$ cat src/rtl/vga_sync_decoder.sv
// Recovers x/y coordinates from a sampled hsync/vsync/activevideo stream,
// measures line and frame lengths, and tracks lock against the nominal mode.
module vga_sync_decoder #(
   parameter int WHOLE_LINE   = 800,
   parameter int WHOLE_FRAME  = 525,
   parameter int H_VISIBLE    = 640,
   parameter int V_VISIBLE    = 480,
   parameter int H_SYNC_START = 656,
   parameter int V_SYNC_START = 490,
   parameter int XBITS        = 10,
   parameter int YBITS        = 10,
   parameter int LOCK_FRAMES  = 2
) (
   input  logic             clock,
   input  logic             reset,
   input  logic             pixtick,
   input  logic             hsync,
   input  logic             vsync,
   input  logic             activevideo,
   output logic [XBITS-1:0] x,
   output logic [YBITS-1:0] y,
   output logic             locked,
   output logic [XBITS-1:0] line_len,
   output logic [YBITS-1:0] frame_lines,
   output logic             lost,
   output logic             de_err
);

   localparam int LCW = XBITS + 1;
   localparam int MW  = $clog2(LOCK_FRAMES + 1);

   localparam logic [XBITS-1:0] X_LAST = XBITS'(WHOLE_LINE - 1);
   localparam logic [XBITS-1:0] X_SYNC = XBITS'(H_SYNC_START);
   localparam logic [XBITS-1:0] X_VIS  = XBITS'(H_VISIBLE);
   localparam logic [YBITS-1:0] Y_LAST = YBITS'(WHOLE_FRAME - 1);
   localparam logic [YBITS-1:0] Y_SYNC = YBITS'(V_SYNC_START);
   localparam logic [YBITS-1:0] Y_VIS  = YBITS'(V_VISIBLE);
   localparam logic [YBITS-1:0] Y_FULL = YBITS'(WHOLE_FRAME);
   localparam logic [LCW-1:0]   L_FULL = LCW'(WHOLE_LINE);
   localparam logic [LCW-1:0]   L_TMO  = LCW'(2 * WHOLE_LINE);
   localparam logic [LCW-1:0]   L_SAT  = '1;
   localparam logic [MW-1:0]    M_LOCK = MW'(LOCK_FRAMES);

   typedef enum logic [1:0] {ST_SEARCH, ST_ACQUIRE, ST_LOCKED} state_t;

   state_t           state_q, state_d;
   logic             hs_q, hs_d, vs_q, vs_d;
   logic [XBITS-1:0] x_q, x_d, line_len_q, line_len_d;
   logic [YBITS-1:0] y_q, y_d, frame_lines_q, frame_lines_d;
   logic [YBITS-1:0] line_edges_q, line_edges_d, edges_close;
   logic [LCW-1:0]   line_cnt_q, line_cnt_d;
   logic [MW-1:0]    match_q, match_d;
   logic             bad_frame_q, bad_frame_d;
   logic             lost_q, lost_d, de_err_q, de_err_d;
   logic             hfall, vfall, x_wrap, line_bad, good_frame, timeout;

   assign hfall = pixtick & hs_q & ~hsync;
   assign vfall = pixtick & vs_q & ~vsync;

   always_comb begin
      hs_d          = hs_q;
      vs_d          = vs_q;
      x_d           = x_q;
      y_d           = y_q;
      line_cnt_d    = line_cnt_q;
      line_len_d    = line_len_q;
      line_edges_d  = line_edges_q;
      frame_lines_d = frame_lines_q;
      bad_frame_d   = bad_frame_q;
      match_d       = match_q;
      state_d       = state_q;
      lost_d        = 1'b0;
      de_err_d      = 1'b0;
      x_wrap        = 1'b0;
      line_bad      = 1'b0;
      timeout       = 1'b0;
      edges_close   = line_edges_q + (hfall ? YBITS'(1) : YBITS'(0));
      good_frame    = 1'b0;

      if (pixtick) begin
         hs_d = hsync;
         vs_d = vsync;

         x_wrap = ~hfall & (x_q == X_LAST);
         if (hfall)       x_d = X_SYNC;
         else if (x_wrap) x_d = '0;
         else             x_d = x_q + XBITS'(1);

         if (vfall)       y_d = Y_SYNC;
         else if (x_wrap) y_d = (y_q == Y_LAST) ? '0 : y_q + YBITS'(1);

         line_bad = hfall & (line_cnt_q != L_FULL);
         if (hfall) begin
            line_len_d = line_cnt_q[XBITS-1:0];
            line_cnt_d = LCW'(1);
         end else if (line_cnt_q != L_SAT) begin
            line_cnt_d = line_cnt_q + LCW'(1);
            timeout    = (line_cnt_d == L_TMO);
         end

         // A bad line coinciding with vfall still belongs to the closing frame.
         good_frame = ~(bad_frame_q | line_bad) & (edges_close == Y_FULL);
         if (vfall) begin
            frame_lines_d = edges_close;
            line_edges_d  = '0;
            bad_frame_d   = 1'b0;
         end else begin
            if (hfall)    line_edges_d = line_edges_q + YBITS'(1);
            if (line_bad) bad_frame_d  = 1'b1;
         end

         // activevideo is paired with the pixel position it is registered against.
         if (state_q == ST_LOCKED &&
             (activevideo != ((x_d < X_VIS) && (y_d < Y_VIS))))
            de_err_d = 1'b1;
      end

      case (state_q)
         ST_SEARCH: begin
            if (vfall) begin
               state_d = ST_ACQUIRE;
               match_d = '0;
            end
         end
         ST_ACQUIRE: begin
            if (vfall) begin
               if (good_frame) begin
                  match_d = match_q + MW'(1);
                  if (match_d == M_LOCK) state_d = ST_LOCKED;
               end else begin
                  match_d = '0;
               end
            end
         end
         ST_LOCKED: begin
            if (line_bad || (vfall && !good_frame)) begin
               state_d = ST_SEARCH;
               lost_d  = 1'b1;
            end
         end
         default: state_d = ST_SEARCH;
      endcase

      if (timeout) begin
         state_d = ST_SEARCH;
         lost_d  = (state_q == ST_LOCKED);
      end
   end

   always_ff @(posedge clock) begin
      if (reset) begin
         state_q       <= ST_SEARCH;
         hs_q          <= 1'b1;
         vs_q          <= 1'b1;
         x_q           <= '0;
         y_q           <= '0;
         line_cnt_q    <= '0;
         line_len_q    <= '0;
         line_edges_q  <= '0;
         frame_lines_q <= '0;
         bad_frame_q   <= 1'b0;
         match_q       <= '0;
         lost_q        <= 1'b0;
         de_err_q      <= 1'b0;
      end else begin
         state_q       <= state_d;
         hs_q          <= hs_d;
         vs_q          <= vs_d;
         x_q           <= x_d;
         y_q           <= y_d;
         line_cnt_q    <= line_cnt_d;
         line_len_q    <= line_len_d;
         line_edges_q  <= line_edges_d;
         frame_lines_q <= frame_lines_d;
         bad_frame_q   <= bad_frame_d;
         match_q       <= match_d;
         lost_q        <= lost_d;
         de_err_q      <= de_err_d;
      end
   end

   assign x           = x_q;
   assign y           = y_q;
   assign locked      = (state_q == ST_LOCKED);
   assign line_len    = line_len_q;
   assign frame_lines = frame_lines_q;
   assign lost        = lost_q;
   assign de_err      = de_err_q;

endmodule
$ cat config.mk
export PLATFORM = sky130hd
export DESIGN_NAME = vga_sync_decoder
export DESIGN_NICKNAME = d
export VERILOG_FILES = /design/src/rtl/vga_sync_decoder.sv
export SDC_FILE = /design/constraint.sdc
export NUM_CORES = 1
export LEC_CHECK = 0
export CORE_UTILIZATION = 50
export DETAILED_ROUTE_END_ITERATION = 10
export PLACE_DENSITY_LB_ADDON = 0.15
export REMOVE_ABC_BUFFERS = 1
export SETUP_SLACK_MARGIN = 0.05
export SLEW_MARGIN = 10
export SYNTH_ARGS = -nofsm -noshare
export SYNTH_HDL_FRONTEND = slang
export SYNTH_SLANG_ARGS = --single-unit
$ cat constraint.sdc
create_clock -name clock -period 4.4 [get_ports clock]
set_input_delay 0.44 -clock clock [delete_from_list [all_inputs] [get_ports clock]]
set_output_delay 0.44 -clock clock [all_outputs]
set_load 0.1 [all_outputs]
[Word-level counts from Yosys, hierarchy flattened]
Cells that the tools add are included.
Word-level totals
  word-level logic and storage cells: 101
  output and inout port bits: 43
  bits of input ports: 6
  register bits after elaboration: 70
Operators by class
  bitwise gates (word level): 13
  add/subtract/negate cells: 6
  reductions and logical operators: 19
  mux-type cells: 33
  equal/unequal tests: 15
  $lt $le $gt $ge: 2
Operators with widths (number)
  two-way mux 10 bit: 9
  adder 10 x 1 -> 10 bit (second input constant): 3
  == test 10 bit (second input constant): 3
  two-way mux 11 bit: 2
  two-way mux 2 bit: 8
  two-way mux 1 bit: 12
  adder 11 x 1 -> 11 bit (second input constant): 1
  == test 11 bit (second input constant): 1
  != test 11 x 10 -> 1 bit (second input constant): 1
  != test 11 bit (second input constant): 1
  adder 10 x 1 -> 10 bit: 1
  < comparator 10 bit (second input constant): 1
  < comparator 10 x 9 -> 1 bit (second input constant): 1
  AND reduction 2 bit: 5
  != test 2 bit (second input constant): 4
  nonzero test 2 bit: 4
  bitwise AND 1 bit: 7
  one-hot mux 2 bit (3 select lines): 1
  inverter 1 bit: 5
  AND reduction 5 bit: 1
  == test 2 bit (second input constant): 2
  one-hot mux 2 bit (2 select lines): 1
  OR reduction 2 bit: 2
  logical AND 1 bit: 3
  9 further kinds: 9

[Logic depth before layout (Yosys ltp)]
Gate-level depths: netlist (run 1).
  depth in word-level cells: 13
  mapped depth: 13
  depth with buffers taken out: 11

[Worst setup path before layout (run 1)]
Ideal clock, no wire load.
  path type: input -> register
  start: in hsync
  end: reg match_q[1]
  arrival: 3.242 ns
  path slack: 1.088 ns
  setup time: 0.070 ns
  path buffers: 2
  data required time: 4.330 ns
  stages on the path: 12
  path through: nand3b_1 -> inv_1 -> clkbuf_1 -> buf_1 -> ha_1 -> ha_1 -> or4_4 -> nor3_2 -> nand4_1 -> or2_0 -> or4_1 -> a21oi_1
On the way
  longest elaborated chain between the ends: 10
  elaborated cells on any way between the ends: 13
  classes of those cells: 1 x add/sub; 1 x eq/ne; 5 x mux; 6 x bitwise
Ends and longest elaborated chain
  start: declaration: line 17  | input logic hsync,
  inverter 1 bit: line 57  | assign hfall = pixtick & hs_q & ~hsync;
  bitwise AND 1 bit: line 57
  two-way mux 1 bit: line 77  | edges_close = line_edges_q + (hfall ? YBITS'(1) : YBITS'(0));
  adder 10 x 1 -> 10 bit: line 77
  net edges_close[1]: line 50  | logic [YBITS-1:0] line_edges_q, line_edges_d, edges_close;
  == test 10 bit: line 102  | good_frame = ~(bad_frame_q | line_bad) & (edges_close == Y_FULL);
  bitwise AND 1 bit: line 102
  two-way mux 1 bit: line 80  | if (pixtick) begin
  two-way mux 2 bit: line 127  | if (good_frame) begin
  two-way mux 2 bit: line 126  | if (vfall) begin
  one-hot mux 2 bit (2 select lines): line 118  | case (state_q)
  end signal: assignment: line 176  | match_q <= match_d;
  end: declaration: line 52  | logic [MW-1:0] match_q, match_d;
The timed path passes the listed nets, and every way through them passes these cells. The select of a mux whose other input is x is not followed.
A chain may end at the register's enable or synchronous reset.

[Final worst setup path (run 1)]
Ends and elaborated chain as after synthesis.

==> results.md, run 1 <==
- Combinational cell fraction of total power: 14.4%
- Clock tree from TritonCTS: done
- Total via count after detailed routing: ~3300
- Data arrival at the endpoint of the critical path: 3.21 ns
- Fin Clk Skew: about 0.0059 ns
- Most frequent cells in the layout: 70 x sky130_fd_sc_hd__dfxtp_1, 52 x sky130_fd_sc_hd__nor2_1, 50 x sky130_fd_sc_hd__nand2_1
- Reg2Reg Setup Slack: about 1.8 ns
- Deepest clock path buffer count: 2
- Final critical delay including setup and external delays: 2.94 ns
- Hold Vio Cnt, Final: 0
- Wire length of the first global-routing pass: ~14000 µm
- Category of the worst setup path launch point: input pin
- CTS resizes: 0
- Power Internal: approximately 950 µW
- Sw Share: 29.3%
- Pre-CTS setup slack: around 1.1 ns
- Total overflow reported by the global router: 0
- Number of max-slew violations in the final report: 0
- Number of clock sinks: 70
- DP Cell Count: 579
- Fraction of final layout cells with drive strength greater than 1: under 10%
- Reg power frac: between 40 and 50%
- Clock transition at the registers of the reported paths: 0.07 ns
- Synthesized instance count: approximately 460
- Net count, final: 507
- Vias in the first global route: ~2900
- Finished Cell Area: 4360 µm²
- Min Hold Slack: ~0.45 ns
- Relative slew slack: 34.5%
- Root buffer cell: sky130_fd_sc_hd__clkbuf_8
- Result of the run: complete, no violations
- Number of flops mapped to enable cells by yosys: 0
- Per-cell routed wire length: 13.5 µm
- Post-layout worst setup margin: 1.46 ns
- Hold crit path type: register to register
- Maximum ir drop on the vdd rail: 0.000164 V
- Average cell area after synthesis: 8.08 µm²
- Transition time of the tightest slew-check pin: 0.980 ns
- Routed WL: 8060 µm
- Yosys warns: 0
- First-pass detailed-route iteration total: 4
- Synth cell types: 61
- Worst min-delay path endpoint: line_len[9]$_SDFFE_PP0P_
- Post-synthesis sequential element count: 70
- Final Util: 60.5%
- Worst setup startpoint: hsync
- Vias per inst: 5.59
- Htree depth: 3
- Seq. cell area: 1400 µm²
- CP required: 4.67 ns
- Portion of total power attributed to the clock network: 36.0%
- Port buffer count: 48
- Setup tns final: 0 ns
- Number of design rule violations left after detail routing: 0
- Count of non-filler cells in the finished layout: 595
- Static leakage power: about 1.5 nW
- Worst hold path startpoint: line_len[9]$_SDFFE_PP0P_
- Number of antenna violations at the first check in global routing: 0
- Capturing element type of the critical path: register
- Clock insertion delay at the later pin of the skew report: 0.34 ns
- Filler cell count: 692
- Cell row count: 31
- Share of flip-flops with an asynchronous set or reset: 0%
- Depth of the worst register-to-register path: 10
- Buffer count from post-CTS setup fixing: 0
- Switching component of the power: 394 µW
- Post-synth top flop: sky130_fd_sc_hd__dfxtp_1
- Die ar.: a little under 8000 µm²
- Power density of the placed cells: ~310 nW/µm²
- Most frequent standard cell in the layout excluding fill and tap cells: sky130_fd_sc_hd__dfxtp_1
- DIE HEIGHT: between 80 and 90 µm
- Sequential element share of the synthesized area: 37.9%
- Area occupied by multi-input gates: 2100 µm²
- Max FO, Critical Path: 3
- Power consumption: around 1.3 mW
- HPWL Detailed: approximately 5600 µm
- Count of nets left with antenna violations after detail routing: 0
- Final setup violating endpoints: 0
- Number of buffers inserted for hold repair after clock tree synthesis: 0
- Highest clock rate: between 300 and 400 MHz
- Number of clock buffers inserted by TritonCTS: 9
- Post-Synthesis Cell Area: 3700 µm²
- GRT Util Overall: 22.2%
- Drt initial violations: 99
- Synthesis-to-layout area growth: 17.8%
- Unrepaired setup endpoints after global routing: false
- Type of the worst setup path: input pin to register
- Maximum Capacitance Violations: 0
- Starting Density: 51.3%
- Antenna diodes: 0
- Source of the worst register-to-register timing path: hs_q$_SDFFE_PP1P_
- Global placer's final weighted congestion: 0.841
- Pin count of the biggest net entering global routing: 42
- FF-to-FF End: match_q[1]$_SDFFE_PP0P_
- Placeable Area: 7210 µm²
- I/O pin total: 49
- Die span in x: between 80 and 90 µm
- Cells on Worst Hold Path: 2
- Share of the clock period used by the worst path after layout: ~67%
- Cell area reported after detailed placement: 4180 µm²
==> power by group through the flow <==
stage          sequential, mW  clock, mW  combinational (mW)
6_report                0.667      0.483               0.193
5_1_grt                 0.669      0.531               0.207
4_1_cts                 0.666      0.500               0.194
3_5_place_dp            0.681          0               0.194
3_3_place_gp            0.680          0               0.192
2_1_floorplan           0.760          0              0.0543
==> cell families after synthesis <==
group                      after synthesis  synth area share [%]
buffers and inverters                   41                  5.34
AOI/OAI and AO/OA                       94                  15.3
muxes                                    9                  2.53
xor gates and xnor gates                22                  5.20
adders and majority gates               10                  3.38
DFF                                     70                  37.9
and+or+nand+nor                        212                  30.3
==> metal layers <==
metal / vias to the layer above / global-route usage (%) / wire [µm]
met5: - / 0 / 0
li1: 1701 / - / -
met3: 9 / 4.52 / 281
met1: 1551 / 30.3 / 3870
met2: 68 / 35.8 / 3800
met4: 0 / 6.16 / 103
==> cell usage after synthesis (4+ instances only) <==
library cell,count,area (µm²)
sky130_fd_sc_hd__nand2b_1,4,25.0
sky130_fd_sc_hd__and4_1,5,43.8
sky130_fd_sc_hd__ha_1,10,125
sky130_fd_sc_hd__nor2_1,52,195
sky130_fd_sc_hd__buf_4,4,30.0
sky130_fd_sc_hd__dfxtp_1,70,1400
sky130_fd_sc_hd__nand4_1,11,68.8
sky130_fd_sc_hd__clkbuf_1,14,52.6
sky130_fd_sc_hd__a21oi_1,39,195
sky130_fd_sc_hd__xnor2_1,10,87.6
sky130_fd_sc_hd__nor3b_1,7,52.6
sky130_fd_sc_hd__mux2i_1,6,60.1
sky130_fd_sc_hd__nor3_1,7,35.0
sky130_fd_sc_hd__xor2_1,12,105
sky130_fd_sc_hd__nor2b_1,6,37.5
sky130_fd_sc_hd__or3_1,4,25.0
sky130_fd_sc_hd__o21ai_0,18,90.1
sky130_fd_sc_hd__buf_2,7,35.0
sky130_fd_sc_hd__and3_1,14,87.6
sky130_fd_sc_hd__nand3_1,22,110
sky130_fd_sc_hd__a211oi_1,10,75.1
sky130_fd_sc_hd__nand2_1,50,188
sky130_fd_sc_hd__inv_1,11,41.3
==> cell type report <==
type,instances,share of cell area (%)
Timing Repair Buffer,52,11.6
Inverter,11,0.947
Clock buffer,13,3.87
Clock inverter,3,0.402
Sequential cell,70,32.1
Multi-Input combinational cell,347,48.2
Tap cell,99,2.84
==> sequential cells by signal, summed over array words and instances, names as in the netlist <==
register / count
hs_q: 1
y: 10
de_err: 1
state_q: 2
line_cnt_q: 11
match_q: 2
line_edges_q: 10
x: 10
bad_frame_q: 1
vs_q: 1
frame_lines: 10
line_len: 10
lost: 1
==> worst max-delay path by stage <==
stage	to	slack [ns]	cells after the start
finish	match_q[1]$_SDFFE_PP0P_	1.46	11
detailed placement	match_q[0]$_SDFFE_PP0P_	1.09	11
global placement	match_q[1]$_SDFFE_PP0P_	1.17	11
global route	match_q[1]$_SDFFE_PP0P_	1.29	11
CTS	match_q[0]$_SDFFE_PP0P_	1.45	11
floorplan	match_q[0]$_SDFFE_PP0P_	0.92	10
==> critical path, cell delays in order <==
cell                              delay [ns]
sky130_fd_sc_hd__clkdlybuf4s50_1        0.51
sky130_fd_sc_hd__nand3b_1               0.15
sky130_fd_sc_hd__inv_1                  0.07
sky130_fd_sc_hd__ha_1                   0.19
sky130_fd_sc_hd__ha_1                   0.29
sky130_fd_sc_hd__or4_4                  0.49
sky130_fd_sc_hd__nor3_2                 0.12
sky130_fd_sc_hd__nand4_1                0.16
sky130_fd_sc_hd__or2_0                  0.24
sky130_fd_sc_hd__or4_1                  0.40
sky130_fd_sc_hd__a21oi_1                0.15
(Power assumes the default switching activity.)
==> run 2, diff against run 1 <==
clock period = 2.8 ns   (was 4.4 ns; I/O delays follow)
==> run 2 against run 1 <==
  * Global-route usage is 0.20 points higher
  * Register-to-register slack worse by 1.5 ns
  * Largest cell class unchanged
  * Utilization grew 0.59 points
  * Cell count is 1.5% higher
  * Flip-flop and latch count is the same
==> results.md, run 2 (same netlist as run 1, synthesis figures left out) <==
- Result of the run: complete, no violations
- Reg2Reg Setup Slack: 0.25 ns
- Final critical delay including setup and external delays: ~2.5 ns
- Clock tree from TritonCTS: done
- Max FO, Critical Path: 2
- Total overflow reported by the global router: 0
- Capturing element type of the critical path: register
- Setup tns final: 0 ns
- Deepest clock path buffer count: 2
- GRT Util Overall: 22.4%
- Number of clock sinks: 70
- Buffer count from post-CTS setup fixing: 0
- Net count, final: 516
- Starting Density: 51.3%
- Clock insertion delay at the later pin of the skew report: 0.35 ns
- Termination of the worst setup path: match_q[0]$_SDFFE_PP0P_
- Htree depth: 3
- Vias per inst: around 5.6
- Cell area reported after detailed placement: 4140 µm²
- Maximum ir drop on the vdd rail: 0.000268 V
- Maximum Capacitance Violations: 0
- Port buffer count: 48
- Drt initial violations: 201
- Wire length of the first global-routing pass: between 10000 and 15000 µm
- Pre-CTS setup slack: -0.307 ns
- Root buffer cell: sky130_fd_sc_hd__clkbuf_8
- Worst setup startpoint: hs_q$_SDFFE_PP1P_
- Die span in x: 88.1 µm
- Reg with most FFs: line_cnt_q
- Pin count of the biggest net entering global routing: 42
- Placeable Area: 7210 µm²
- Relative slew slack: 57.4%
- Finished Cell Area: 4400 µm²
- Category of the worst setup path launch point: register
- Power density of the placed cells: 535 nW/µm²
- Cell row count: 31
- Hold crit path type: input pin to register
- First-pass detailed-route iteration total: 4
- Highest clock rate: between 300 and 400 MHz
- Total via count after detailed routing: about 3400
- Per-cell routed wire length: 13.8 µm
- Type of the worst setup path: register to register
- Share of the clock period used by the worst path after layout: 91.0%
- Global placer's final weighted congestion: 0.887
- Number of clock buffers inserted by TritonCTS: 9
- Vias in the first global route: 2878
- Depth of the worst register-to-register path: 10
- Count of nets left with antenna violations after detail routing: 0
- Fraction of final layout cells with drive strength greater than 1: 17.2%
- Antenna diodes: 0
- Source of the worst register-to-register timing path: hs_q$_SDFFE_PP1P_
- I/O pin total: 49
- Unrepaired setup endpoints after global routing: false
- DIE HEIGHT: between 80 and 90 µm
- Most frequent cells in the layout: 70 x sky130_fd_sc_hd__dfxtp_1, 56 x sky130_fd_sc_hd__buf_4, 52 x sky130_fd_sc_hd__nor2_1
- Most frequent standard cell in the layout excluding fill and tap cells: sky130_fd_sc_hd__dfxtp_1
- Number of buffers inserted for hold repair after clock tree synthesis: 0
- Static leakage power: 1.72 nW
- Final setup violating endpoints: 0
- CP required: slightly above 3 ns
- Min Hold Slack: 0.251 ns
- Die ar.: between 7000 and 8000 µm²
- Post-layout worst setup margin: 0.251 ns
- Synthesis-to-layout area growth: 19.0%
- Data arrival at the endpoint of the critical path: 2.83 ns
- Number of max-slew violations in the final report: 0
- Number of antenna violations at the first check in global routing: 0
- FF-to-FF End: match_q[0]$_SDFFE_PP0P_
- Hold Vio Cnt, Final: 0
- Clock transition at the registers of the reported paths: around 0.07 ns
- Routed WL: 8330 µm
- Number of design rule violations left after detail routing: 0
- Max FFs per register: 11
- Fin Clk Skew: 0.00627 ns
- Transition time of the tightest slew-check pin: 0.639 ns
- HPWL Detailed: 5670 µm
- Final Util: about 61%
==> run 2: changes by cell type in the layout (fill, tap and decap cells not counted), sizes merged <==
cell / before / now
clkdlybuf4s50: 47 / 2
dlymetal6s2s: 0 / 2
bufinv: 0 / 3
clkinv: 2 / 1
buf: 5 / 57
clkbuf: 13 / 11
==> run 2: worst min path at each step <==
stage | startpoint | to | slack [ns] | cells after the start
2_1_floorplan | reset | frame_lines[0]$_SDFFE_PP0P_ | 0.35 | 1
3_3_place_gp | frame_lines[1]$_SDFFE_PP0P_ | frame_lines[1]$_SDFFE_PP0P_ | 0.44 | 2
3_5_place_dp | line_len[0]$_SDFFE_PP0P_ | line_len[0]$_SDFFE_PP0P_ | 0.45 | 2
4_1_cts | reset | line_cnt_q[2]$_SDFFE_PP0P_ | 0.43 | 2
5_1_grt | hsync | hs_q$_SDFFE_PP1P_ | 0.25 | 2
6_report | hsync | hs_q$_SDFFE_PP1P_ | 0.25 | 2
==> run 2: cell type report <==
| type | instances | area (µm²) |
|---|---|---|
| clock buffers | 11 | 141 |
| clock inverters | 5 | 106 |
| fillers | 663 | 2810 |
| inverters | 11 | 41.3 |
| multi-input cells | 347 | 2120 |
| flip-flops and latches | 70 | 1400 |
| well taps | 99 | 124 |
| repair buffers | 61 | 470 |
==> run 2: power breakdown <==
part           switching [mW]  internal (mW)  leakage (nW)
sequential             0.0270           1.02         0.568
clock                   0.390          0.618         0.120
combinational           0.226         0.0738          1.03
==> run 2: layer usage <==
layer,vias up,part of all wire (%),global-route usage (%)
met5,-,0,0
met4,0,0.96,7.48
met3,8,3.1,3.96
met2,58,47,36.4
met1,1588,49,30.2
li1,1718,-,-
==> run 2: per-stage QoR <==
stage / total power [mW] / cells
after global placement: 1.37 / 588
final: 2.36 / 604
after floorplan: 1.28 / 428
after detailed placement: 1.37 / 588
after global routing: 2.45 / 604
after CTS: 2.38 / 604
==> run 2: timing repair <==
action | 4_1_cts | 5_1_grt
resized for setup | 0 | 8
endpoints found under the hold margin | 0 | 0
endpoints found under the setup margin | 2 | 2
pin swaps | 1 | 3
==> run 2: worst max-delay path, stage by stage (launching register included) <==
cell                       delay (ns)
sky130_fd_sc_hd__dfxtp_1         0.31
sky130_fd_sc_hd__nand3b_1        0.11
sky130_fd_sc_hd__inv_2           0.05
sky130_fd_sc_hd__ha_2            0.17
sky130_fd_sc_hd__ha_1            0.28
sky130_fd_sc_hd__or4_4           0.50
sky130_fd_sc_hd__nor3_4          0.13
sky130_fd_sc_hd__nand4_1         0.13
sky130_fd_sc_hd__or2_1           0.26
sky130_fd_sc_hd__or4_4           0.41
sky130_fd_sc_hd__a21oi_2         0.13
